**src/rtl/wave_analyzer.sv**
```systemverilog
// Sample-stream analyzer: hysteretic rising-crossing detection with per-period length, min and max.
// Optional duty-cycle output enabled by defining WAVE_ANALYZER_DUTY_EN.
module wave_analyzer #(
    parameter int DATA_W   = 8,
    parameter int PERIOD_W = 16,
    parameter int HYST     = 4
) (
    input  logic                clk,
    input  logic                rst,
    input  logic                ena,
    input  logic [DATA_W-1:0]   sample_in,
    input  logic                sample_valid,
    input  logic [DATA_W-1:0]   thr,
    output logic [PERIOD_W-1:0] period,
    output logic [DATA_W-1:0]   vmin,
    output logic [DATA_W-1:0]   vmax,
    output logic                meas_valid,
    output logic                timeout
`ifdef WAVE_ANALYZER_DUTY_EN
    ,
    output logic [PERIOD_W-1:0] duty
`endif
);

    typedef enum logic [1:0] {SEARCH_ARM, SEARCH_RISE, MEAS_ARM, MEAS_RISE} state_t;

    localparam logic [DATA_W-1:0]   HYST_T  = DATA_W'(HYST);
    localparam logic [DATA_W:0]     HYST_X  = {1'b0, HYST_T};
    localparam logic [PERIOD_W-1:0] CNT_ONE = PERIOD_W'(1);

    state_t              state;
    logic [PERIOD_W-1:0] cnt;
    logic [DATA_W-1:0]   wmin;
    logic [DATA_W-1:0]   wmax;
    logic [DATA_W-1:0]   lo;
    logic [DATA_W-1:0]   hi;
    logic [DATA_W:0]     hi_sum;
    logic                is_low;
    logic                is_high;
`ifdef WAVE_ANALYZER_DUTY_EN
    logic [PERIOD_W-1:0] wduty;
    logic                ge_thr;
`endif

    // Saturating hysteresis band around the threshold
    always_comb begin
        hi_sum  = {1'b0, thr} + HYST_X;
        hi      = hi_sum[DATA_W] ? '1 : hi_sum[DATA_W-1:0];
        lo      = (thr >= HYST_T) ? (thr - HYST_T) : '0;
        is_low  = (sample_in <= lo);
        is_high = (sample_in >= hi);
`ifdef WAVE_ANALYZER_DUTY_EN
        ge_thr  = (sample_in >= thr);
`endif
    end

    always_ff @(posedge clk) begin
        if (rst) begin
            state      <= SEARCH_ARM;
            cnt        <= '0;
            wmin       <= '0;
            wmax       <= '0;
            period     <= '0;
            vmin       <= '0;
            vmax       <= '0;
            meas_valid <= 1'b0;
            timeout    <= 1'b0;
`ifdef WAVE_ANALYZER_DUTY_EN
            wduty      <= '0;
            duty       <= '0;
`endif
        end else begin
            meas_valid <= 1'b0;
            timeout    <= 1'b0;
            if (!ena) begin
                state <= SEARCH_ARM;
                cnt   <= '0;
                wmin  <= '0;
                wmax  <= '0;
`ifdef WAVE_ANALYZER_DUTY_EN
                wduty <= '0;
`endif
            end else if (sample_valid) begin
                case (state)
                    SEARCH_ARM: begin
                        if (is_low)
                            state <= SEARCH_RISE;
                    end
                    SEARCH_RISE: begin
                        if (is_high) begin
                            state <= MEAS_ARM;
                            cnt   <= CNT_ONE;
                            wmin  <= sample_in;
                            wmax  <= sample_in;
`ifdef WAVE_ANALYZER_DUTY_EN
                            wduty <= {{(PERIOD_W-1){1'b0}}, ge_thr};
`endif
                        end
                    end
                    MEAS_ARM, MEAS_RISE: begin
                        // A rise closes the period; the crossing sample opens the next one
                        if (state == MEAS_RISE && is_high) begin
                            period     <= cnt;
                            vmin       <= wmin;
                            vmax       <= wmax;
                            meas_valid <= 1'b1;
                            state      <= MEAS_ARM;
                            cnt        <= CNT_ONE;
                            wmin       <= sample_in;
                            wmax       <= sample_in;
`ifdef WAVE_ANALYZER_DUTY_EN
                            duty       <= wduty;
                            wduty      <= {{(PERIOD_W-1){1'b0}}, ge_thr};
`endif
                        end else if (cnt == '1) begin
                            timeout <= 1'b1;
                            state   <= SEARCH_ARM;
                            cnt     <= '0;
                        end else begin
                            cnt <= cnt + CNT_ONE;
                            if (sample_in < wmin)
                                wmin <= sample_in;
                            if (sample_in > wmax)
                                wmax <= sample_in;
`ifdef WAVE_ANALYZER_DUTY_EN
                            wduty <= wduty + {{(PERIOD_W-1){1'b0}}, ge_thr};
`endif
                            if (is_low)
                                state <= MEAS_RISE;
                        end
                    end
                    default: state <= SEARCH_ARM;
                endcase
            end
        end
    end

endmodule
```
**config.mk**
```make
export PLATFORM = sky130hd
export DESIGN_NAME = wave_analyzer
export DESIGN_NICKNAME = d
export VERILOG_FILES = /design/src/rtl/wave_analyzer.sv
export SDC_FILE = /design/constraint.sdc
export NUM_CORES = 1
export LEC_CHECK = 0
export CAP_MARGIN = 20
export CORE_MARGIN = 2
export CORE_UTILIZATION = 54
export CTS_CLUSTER_DIAMETER = 80
export DETAILED_ROUTE_END_ITERATION = 12
export PLACE_DENSITY_LB_ADDON = 0.3
export SETUP_SLACK_MARGIN = 0.5
export SYNTH_ARGS = -nofsm -noshare
export SYNTH_HDL_FRONTEND = slang
export SYNTH_SLANG_ARGS = --single-unit
export TNS_END_PERCENT = 30
```
**constraint.sdc**
```tcl
create_clock -name clk -period 4.03 [get_ports clk]
set_clock_uncertainty 0.05 [all_clocks]
set_input_delay 1.209 -clock clk [delete_from_list [all_inputs] [get_ports clk]]
set_output_delay 1.209 -clock clk [all_outputs]
set_load 0.02 [all_outputs]
```
Word level (Yosys, flattened, before mapping)
Cells that the tools add are included.
{ "op_classes": {"addsub": 3, "order_cmp": 5, "eq_ne": 10, "mux": 23, "bitwise": 3, "reduce_logical": 12} }
{ "ops": {"columns": ["operator", "count"], "rows": [
  ["2-to-1 mux 8 bit", 9],
  ["2-to-1 mux 16 bit", 3],
  ["case mux 16 bit (2 select lines)", 1],
  ["case mux 8 bit (2 select lines)", 2],
  ["adder 16 x 1 -> 16 bit (second input constant)", 1],
  ["== test 16 bit (second input constant)", 1],
  ["2-to-1 mux 2 bit", 5],
  ["AND reduction 5 bit", 2],
  ["adder 8 x 3 -> 9 bit (second input constant)", 1],
  ["!= test 3 bit (second input constant)", 3],
  ["greater-or-equal comparator 8 x 3 -> 1 bit (second input constant)", 1],
  ["greater-or-equal comparator 8 bit", 1],
  ["> comparator 8 bit", 1],
  ["<= comparator 8 bit", 1],
  ["less-than comparator 8 bit", 1],
  ["AND reduction 4 bit", 2],
  ["subtractor 8 x 3 -> 8 bit (second input constant)", 1],
  ["case mux 2 bit (3 select lines)", 1],
  ["OR reduction 5 bit", 1],
  ["== test 2 bit (second input constant)", 2],
  ["!= test 2 bit (second input constant)", 2],
  ["!= test 4 bit (second input constant)", 1],
  ["OR reduction 2 bit", 2],
  ["OR reduction 4 bit", 1],
  ["other kinds (7)", 10]
]} }
{ "word_totals": {"regBits": 68, "in_bits": 20, "output_inout_bits": 34, "word_cells": 65} }

Depth between registers and ports, before layout
Gate-level depths: netlist of run 1.
{ "logic_depth": {"depth_word": 7, "ltp_mapped": 13, "depth_no_buf": 13} }

Least setup slack after synthesis of run 1
No wires, ideal clock.
{ "synth_path": {"path_type": "input port to flip-flop", "start": "in thr[5]", "end": "reg period[10]", "setup_time_ns": 0.132, "arrival_ns": 3.550, "t_required_ns": 3.848, "path_slack_ns": 0.298, "stages": 13, "path_buffers": 3, "path_cell_list": "clkbuf_1 -> nand3_1 -> nor2_1 -> or2_2 -> ha_1 -> nand2b_1 -> a2111oi_2 -> o32ai_4 -> and3_1 -> buf_2 -> buf_2 -> nand2_1 -> a21oi_1"} }
{ "synth_between": {"elab_chain_len": 5} }
{ "synth_lines": {"columns": ["element", "line_no", "rtl"], "rows": [
  ["start: declaration", "13", "input logic [DATA_W-1:0] thr,"],
  ["adder 8 x 3 -> 9 bit", "47", "hi_sum = {1'b0, thr} + HYST_X;"],
  ["2-to-1 mux 8 bit", "48", "hi = hi_sum[DATA_W] ? '1 : hi_sum[DATA_W-1:0];"],
  ["greater-or-equal comparator 8 bit", "51", "is_high = (sample_in >= hi);"],
  ["logical AND 1 bit", "102", "if (state == MEAS_RISE && is_high) begin"],
  ["AND reduction 4 bit (no line)", null, null],
  ["end signal: assignment", "103", "period <= cnt;"],
  ["end: declaration", "14", "output logic [PERIOD_W-1:0] period,"]
]} }
Every way passes these cells.
A chain may end at the register's enable or synchronous reset.

Worst setup path in the final report of run 1
{ "layout_path": {"start": "in thr[3]", "end": "reg cnt[12]"} }
{ "layout_between": {"elab_chain_len": 6, "word_cells_on_any_way": 8, "classes_between": "1 x add/sub; 1 x order compare; 1 x eq/ne; 3 x mux; 2 x reduce/logical"} }
{ "layout_lines": {"columns": ["element", "line_no", "rtl"], "rows": [
  ["adder 8 x 3 -> 9 bit *", "47", null],
  ["2-to-1 mux 8 bit *", "48", null],
  ["greater-or-equal comparator 8 bit *", "51", null],
  ["logical AND 1 bit", "102", null],
  ["2-to-1 mux 16 bit", "102", null],
  ["case mux 16 bit (2 select lines)", "84", "case (state)"],
  ["end signal: assignment", "120", "cnt <= cnt + CNT_ONE;"],
  ["end: declaration", "32", "logic [PERIOD_W-1:0] cnt;"]
]} }
Mark *: on every way between the ends. The rest lies on a longest branch, timed or not.

==> impl_metrics.yaml, run 1 <==
outcome:
  status: "finished, final reports clean"
synthesis:
  yosys_warnings: 0
  yosysSeqAreaShare_pct: 37.0
  synthesis.area_um2: 3680
  synthArstFlopShare_pct: 0
  synth_edf_count: 0
  avgSynthCellArea_um2: 8.25
  synth_seq_cells: 68
  ys_types: 44
  syn-num-nets: 501
  synthCells: 446
  synth.most_common_cell: "nand2_1"
  synth.largest_area_cell: "dfxtp_1"
  synth_area_leaders: "dfxtp_1 37%, ha_1 12%, nand2_1 11%"
  synthTopCellsByCount: "105 x nand2_1, 68 x dfxtp_1, 48 x a21oi_1"
  synth_top_area_share_pct: 37.0
  synth_flop_cell: "dfxtp_1"
layout:
  final_area_um2: 4830
  drive_gt1_share_pct: 13.1
  nets: 570
  area_delta_synth_final_pct: 31.2
  antennaDiodeCount: 0
power:
  power_density_nw_per_um2: 314
  p_clk_share_pct: 44.7
  p_int_mw: 1.16
  irDropWorstVdd_mv: 0.153
  pwr-share-comb_pct: 10.8
  p_sw_mw: 0.356
  power_mw: 1.52
  sw_frac_of_total_pct: 23.5
  p_seq_share_pct: 44.5
  leakage_nw: 1.92
clock_network:
  cts_htree_levels: 3
  clk_latency_ns: 0.35
  clk_pin_slew_ns: 0.07
  clockBufferDepth: 2
  cts_tree: "yes"
  clock_sinks: 68
  cts_root_buffer: "clkbuf_8"
  ctsHoldBuffers: 0
  numCtsBuffers: 9
floorplanning:
  initial_core_util_pct: 55.1
  boundaryPins: 54
  die_x_um: 86.5
  rows: 30
  die_y_um: 86.5
  die_area_um2: 7490
  core_area_um2: 6680
detailed_routing:
  drt_iter0_drc: 151
  drtPass1Iterations: 4
  drc: 0
  drt-total-wl_um: 8800
  wl_per_cell_um: 14.7
  ant_nets: 0
  vias_per_cell: 5.62
  vias: 3369
setup_path:
  critPathMostFrequentCell: "ha_4"
  cp_cell_sequence: "buf_2 -> ha_4 -> nand3_4 -> nor2_4 -> buf_4 -> or2_4 -> ha_4 -> nand2b_4 -> a2111oi_4 -> o32ai_4 -> buf_6 -> o211ai_1 -> nor2_1 -> o221a_2"
  max_stage_delay_ns: 0.39
  critical_path.endpoint_type: "flip-flop"
  cp.arrival_ns: 3.60
  worstSetupStartpointType: "primary input"
  worstSetupPathType: "primary input to flip-flop"
  cp_max_fo: 11
  required_ns: 4.23
  critPathSlowestCell: "a2111oi_4"
global_route:
  grt_max_degree: 35
  overflow: 0
  grt_pass1_wl_um: 14500
  grt_pass1_vias: 3166
  grt.total_usage_pct: 24.5
  antenna_found_initial: 0
sta:
  finalSetupViolations: 0
  hold_viol_final: 0
  fin_hold_ws_ns: 0.403
  timing.final.crit_share_pct: 84.5
  rsz0062_at_grt: "no"
  maxSlewViolCount: 0
  slew_headroom_pct: 54.7
  tightest_slew_ns: 0.679
  fmax_mhz: 294
  layout_min_cycle_time_ns: 3.41
  tns_ns: 0
placed_design:
  placed_cell_area_um2: 4480
  place_hpwl_um: 6240
  port_buffers: 53
  gp_congestion: 0.906
worst_hold_path:
  hp-class: "flip-flop to flip-flop"
flow_run:
  max_cap_viol_count: 0
## power by group through the flow
stage / Combinational [mW] / Sequential (mW) / Clock [mW]
2_1_floorplan: 0.0956 / 0.689 / 0
3_3_place_gp: 0.151 / 0.690 / 0
3_5_place_dp: 0.159 / 0.690 / 0
4_1_cts: 0.162 / 0.675 / 0.683
5_1_grt: 0.181 / 0.675 / 0.712
6_report: 0.164 / 0.675 / 0.678
## stage by stage
step / worst slack [ns] / util, % / std cells
finish: 0.623 / 72.2 / 600
global route: 0.546 / 72.2 / 600
CTS: 0.500 / 72.2 / 600
detailed placement: -0.108 / 67.1 / 579
global placement: 0.00982 / 67.1 / 579
floorplan: 0.511 / - / 446
## cells by family after synthesis
family                     after synthesis  synth area share, %
AOI/OAI and AO/OA                       88                 15.9
xor gates and xnor gates                14                 3.33
buffers and inverters                   46                 5.41
and+or+nand+nor                        176                 21.3
DFF                                     68                 37.0
adders and majority gates               35                 11.9
muxes                                   19                 5.17
## per-layer routing
metal	GRT usage (%)	up-vias	part of all wire (%)
met3	5.90	11	5.6
met5	0	-	0
met1	30.9	1585	44
met4	8.10	0	1.4
met2	41.0	104	49
li1	-	1669	-
## worst paths after layout
path / from / endpoint / slack (ns) / cells past startpoint
max: thr[3] / cnt[12]$_SDFFE_PP0P_ / 0.62 / 14
min: vmax[0]$_SDFFE_PP0P_ / vmax[0]$_SDFFE_PP0P_ / 0.40 / 2
max reg2reg: state[1]$_SDFFE_PP0P_ / wmin[1]$_SDFFE_PP0P_ / 1.85 / 5
min reg2reg: vmax[0]$_SDFFE_PP0P_ / vmax[0]$_SDFFE_PP0P_ / 0.40 / 2
## state kept, by name, indices dropped and copies added, names as in the netlist
name        flops
wmin            8
vmax            8
period         16
timeout         1
cnt            16
meas_valid      1
state           2
vmin            8
wmax            8
## layout by cell type (no fill, tap or decap), drive strengths merged, types with 7 or more instances in the layout
cell type	n
nand2	105
dfxtp	68
a21oi	48
clkdlybuf4s50	47
ha	35
buf	31
inv	23
nor2	23
mux2i	19
xor2	12
clkbuf	12
o21ai	11
and3	10
o211ai	9
nand3	7
## final cells by class
class	count	area [µm²]
tap	80	100
inverter	22	82.6
clock buffer	10	128
clock inverter	6	111
timing repair buffer	82	811
fill	514	1860
multi-input combinational	332	2230
sequential	68	1360
## worst max-delay path, delay by kind of cell
family	cells	cell delay (ns)
simple gates	5	0.57
compound gates	4	1.04
fa+ha+maj	2	0.38
buf+inv	3	0.42
## repair_timing
item / CTS / global route
endpoints found under the setup margin: 64 / 46
gates cloned: 1 / 0
setup buffers: 4 / 0
gates resized for setup: 21 / 11
pin swaps: 9 / 7
No activity file was read; power rests on OpenSTA's default activity.
==> run 2: changes to the inputs <==
clock period = 3.3 ns   (was 4.03 ns; I/O delays follow)
==> impl_metrics.yaml, run 2 (synthesis gave the netlist of run 1 again) <==
outcome:
  status: "finished, final reports clean"
global_route:
  grt_pass1_vias: 3392
  overflow: 0
  antenna_found_initial: 0
  grt_max_degree: 34
  grt.total_usage_pct: 27.5
  grt_pass1_wl_um: 16100
floorplanning:
  die_y_um: 86.5
  core_area_um2: 6680
  die_area_um2: 7490
  rows: 30
  die_x_um: 86.5
  initial_core_util_pct: 55.1
  boundaryPins: 54
sta:
  maxSlewViolCount: 0
  tightest_slew_ns: 0.666
  hold_viol_final: 0
  timing.final.crit_share_pct: 96.1
  fin_hold_ws_ns: 0.406
  slew_headroom_pct: 55.3
  rsz0062_at_grt: "yes"
  fmax_mhz: 315
  finalSetupViolations: 0
  tns_ns: 0
  layout_min_cycle_time_ns: 3.17
layout:
  post-route-util_pct: 78.9
  multi_input_area_um2: 2400
  seq_area_um2: 1360
  area_delta_synth_final_pct: 43.3
  final_area_um2: 5270
  layout_common_cells: "91 x nand2_1, 68 x dfxtp_1, 46 x clkdlybuf4s50_1, 36 x buf_4, 35 x a21oi_1"
  nets: 596
  final_common_cell: "nand2_1"
  drive_gt1_share_pct: 22.6
  antennaDiodeCount: 0
  reg.largest.list: "cnt (16), period (16)"
  n_fill_cell: 438
setup_path:
  cp_max_fo: 8
  worstSetupStartpointType: "primary input"
  worstSetupPathType: "primary input to flip-flop"
  required_ns: 3.52
  r2r_cells: 9
  critical_path.endpoint_type: "flip-flop"
  cp.arrival_ns: 3.39
power:
  leakage_nw: 2.24
  power_mw: 1.83
  power_density_nw_per_um2: 347
  irDropWorstVdd_mv: 0.253
detailed_routing:
  vias_per_cell: 5.92
  wl_per_cell_um: 18.4
  ant_nets: 0
  drt-total-wl_um: 11500
  vias: 3700
  drc: 0
  drtPass1Iterations: 5
  drt_iter0_drc: 363
flow_run:
  max_cap_viol_count: 0
clock_network:
  clk_latency_ns: 0.36
  clockBufferDepth: 2
  cts_htree_levels: 3
  clk_pin_slew_ns: 0.07
  numCtsBuffers: 9
  cts_root_buffer: "clkbuf_8"
  cts_tree: "yes"
  clock_sinks: 68
placed_design:
  port_buffers: 53
  place_hpwl_um: 6720
  gp_congestion: 0.941
  placed_cell_area_um2: 4640
worst_hold_path:
  hold-path-cell-count: 2
  hp-class: "flip-flop to flip-flop"
## run 2: area by class of cell
cell class	instances	share of cell area [%]
clock buffers	9	2.35
clock inverters	6	1.68
inverters	22	1.57
multi-input cells	332	45.5
flip-flops and latches	68	25.8
well taps	80	1.90
repair buffers	108	21.2
## run 2: metal layers
| metal | vias to the layer above | share of wire [%] | track usage (%) |
|---|---|---|---|
| li1 | 1730 | - | - |
| met1 | 1730 | 38 | 33.6 |
| met2 | 181 | 49 | 46.9 |
| met3 | 59 | 6.3 | 5.52 |
| met4 | 0 | 6.2 | 12.2 |
| met5 | - | 0 | 0 |
## run 2: critical path, stage by stage
cell             delay [ns]
clkdlybuf4s50_1        0.50
buf_4                  0.20
ha_1                   0.38
nand4_1                0.16
a21oi_1                0.09
a2111oi_2              0.45
o21a_1                 0.26
buf_12                 0.15
mux2i_1                0.22
## run 2: stage by stage
step,cells,worst slack [ns]
after floorplan,446,0.0193
after global placement,598,-0.505
after detailed placement,598,-0.581
after CTS,620,0.197
after global routing,625,0.0952
final,625,0.129
## run 2: final timing paths
path | from | endpoint | slack [ns]
worst min register to register | period[6]$_SDFFE_PP0P_ | period[6]$_SDFFE_PP0P_ | 0.41
worst min-delay path | period[6]$_SDFFE_PP0P_ | period[6]$_SDFFE_PP0P_ | 0.41
worst max-delay path | sample_in[7] | wmax[1]$_SDFFE_PP0P_ | 0.13
worst max register to register | wmax[1]$_SDFFE_PP0P_ | wmax[1]$_SDFFE_PP0P_ | 0.81
## run 2: power by group
| part | leakage (nW) | internal [mW] | switching, mW | total [mW] |
|---|---|---|---|---|
| logic | 1.59 | 0.117 | 0.127 | 0.244 |
| registers | 0.548 | 0.822 | 0.00252 | 0.824 |
| clock network | 0.102 | 0.422 | 0.337 | 0.760 |
| total | 2.24 | 1.36 | 0.467 | 1.83 |
## run 2: what timing repair did
action                                  CTS  global route
gates resized for setup                  35            55
endpoints found under the setup margin   68            67
buffers inserted                          4             2
cloned                                    3             3
pin swaps                                14            26
hold buffers                              0             0
==> variant, RTL diff (flow settings as in run 2) <==
Build with the macro `WAVE_ANALYZER_DUTY_EN` defined.
--- a/src/rtl/wave_analyzer.sv
+++ b/src/rtl/wave_analyzer.sv
@@ -1,4 +1,6 @@
 // Sample-stream analyzer: hysteretic rising-crossing detection with per-period length, min and max.
 // Optional duty-cycle output enabled by defining WAVE_ANALYZER_DUTY_EN.
+`define WAVE_ANALYZER_DUTY_EN
+
 module wave_analyzer #(
     parameter int DATA_W   = 8,
Behaviour (old outputs only; new: duty): unchanged (Yosys induction, for registers that start in step).
==> variant against run 2 <==
The flow now finishes with violations (negative setup slack). Synthesized cell count up 50%. Sequential cell count up 32. Total power up 31%. Wire length up 100%. Die area up 44%. Combinational power up 63%. Worst setup slack worse by 0.39 ns. Area after synthesis up 47%. Cell area up 61%. Clock power up 3.6%. Hold slack better by 0.022 ns. Sequential share of layout area down 2.2 points. Largest cell class unchanged. Count of clock-buffer cells in the layout unchanged.
==> variant: results (changes against run 2) <==
GR Util met3: 6.27% (+0.74 points)
DP Area: 6830 sq um (+47%)
Top Family by Delay on Critical Path: simple AND/OR/NAND/NOR gates
Setup crit end: wduty[11]
worst r2r path cells: 10 (+1)
count of final setup violators: 95 (+95)
failing checks: negative setup slack
first-pass GRT wire length: 30100 um (+87%)
DRT Pass-1 Iters: 6 (+1)
vias in the first global route: 6065 (+79%)
Sequential Power Share: 50.5% (+5.4 points)
multiplexer area fraction after synthesis: 4.26% (-0.91 points)
Crit Path Max Fanout: 7 (-1)
nets: 892 (+50%)
Yosys cell types: 57 (+30%)
Syn Area/Cell: 8.08 sq um (-2.0%)
setup ws final: -0.264 ns (-0.393 ns)
Max stage delay cell, worst path: a2111oi_4
Vias: 6401 (+73%)
met1 Use GR: 38.7% (+5.1 points)
Hold Slack: 0.428 ns (+0.0218 ns)
gr usage total: 34.7% (+7.2 points)
Pleak: 3.53 nW (+58%)
largest net degree at the start of global routing: 49 (+44%)
crit path launch: thr[2]
placed insts: 914 (+53%)
Final GP Congestion: 0.922 (-2.0%)
Met3 Routed Length: 2320 um (+220%)
outcome: complete, but fails checks
CP arrival: 3.83 ns (+0.44 ns)
Post-CTS Setup Inserts: 17 (+13)
clock latency on the worst-skew pair: 0.40 ns (+0.04 ns)
CP peak stage delay: 0.35 ns (-0.15 ns)
Post-Synth Adder-Cell Area: 10.4% (-1.5 points)
==> variant: changes by cell type in the layout (fill, tap and decap cells not counted), moves of 8 or more <==
cell | run 2 | this run
buf_6 | 10 | 20
nand2_2 | 2 | 41
a21oi_1 | 35 | 19
a21oi_2 | 13 | 57
buf_4 | 36 | 74
nand2_4 | 12 | 36
dlygate4sd2_1 | 1 | 9
nand2_1 | 91 | 82
nand3_1 | 4 | 16
inv_1 | 21 | 29
clkdlybuf4s50_1 | 46 | 56
dfxtp_1 | 68 | 100
==> variant: through the flow <==
step / power (mW) / util, % / setup TNS [ns]
floorplan: 1.40 / - / -24.75
global placement: 1.52 / 70.2 / -75.45
detailed placement: 1.54 / 70.2 / -84.35
CTS: 2.31 / 82.1 / -0.965
global route: 2.46 / 87.1 / -20.26
finish: 2.40 / 87.1 / -13.67
==> variant: final cells by class <==
class	instances	area, sq um
clock buffers	9	124
clock inverters	7	56.3
fillers	444	1250
inverters	34	128
multi-input cells	501	4130
flip-flops and latches	100	2000
well taps	133	166
repair buffers	181	1870
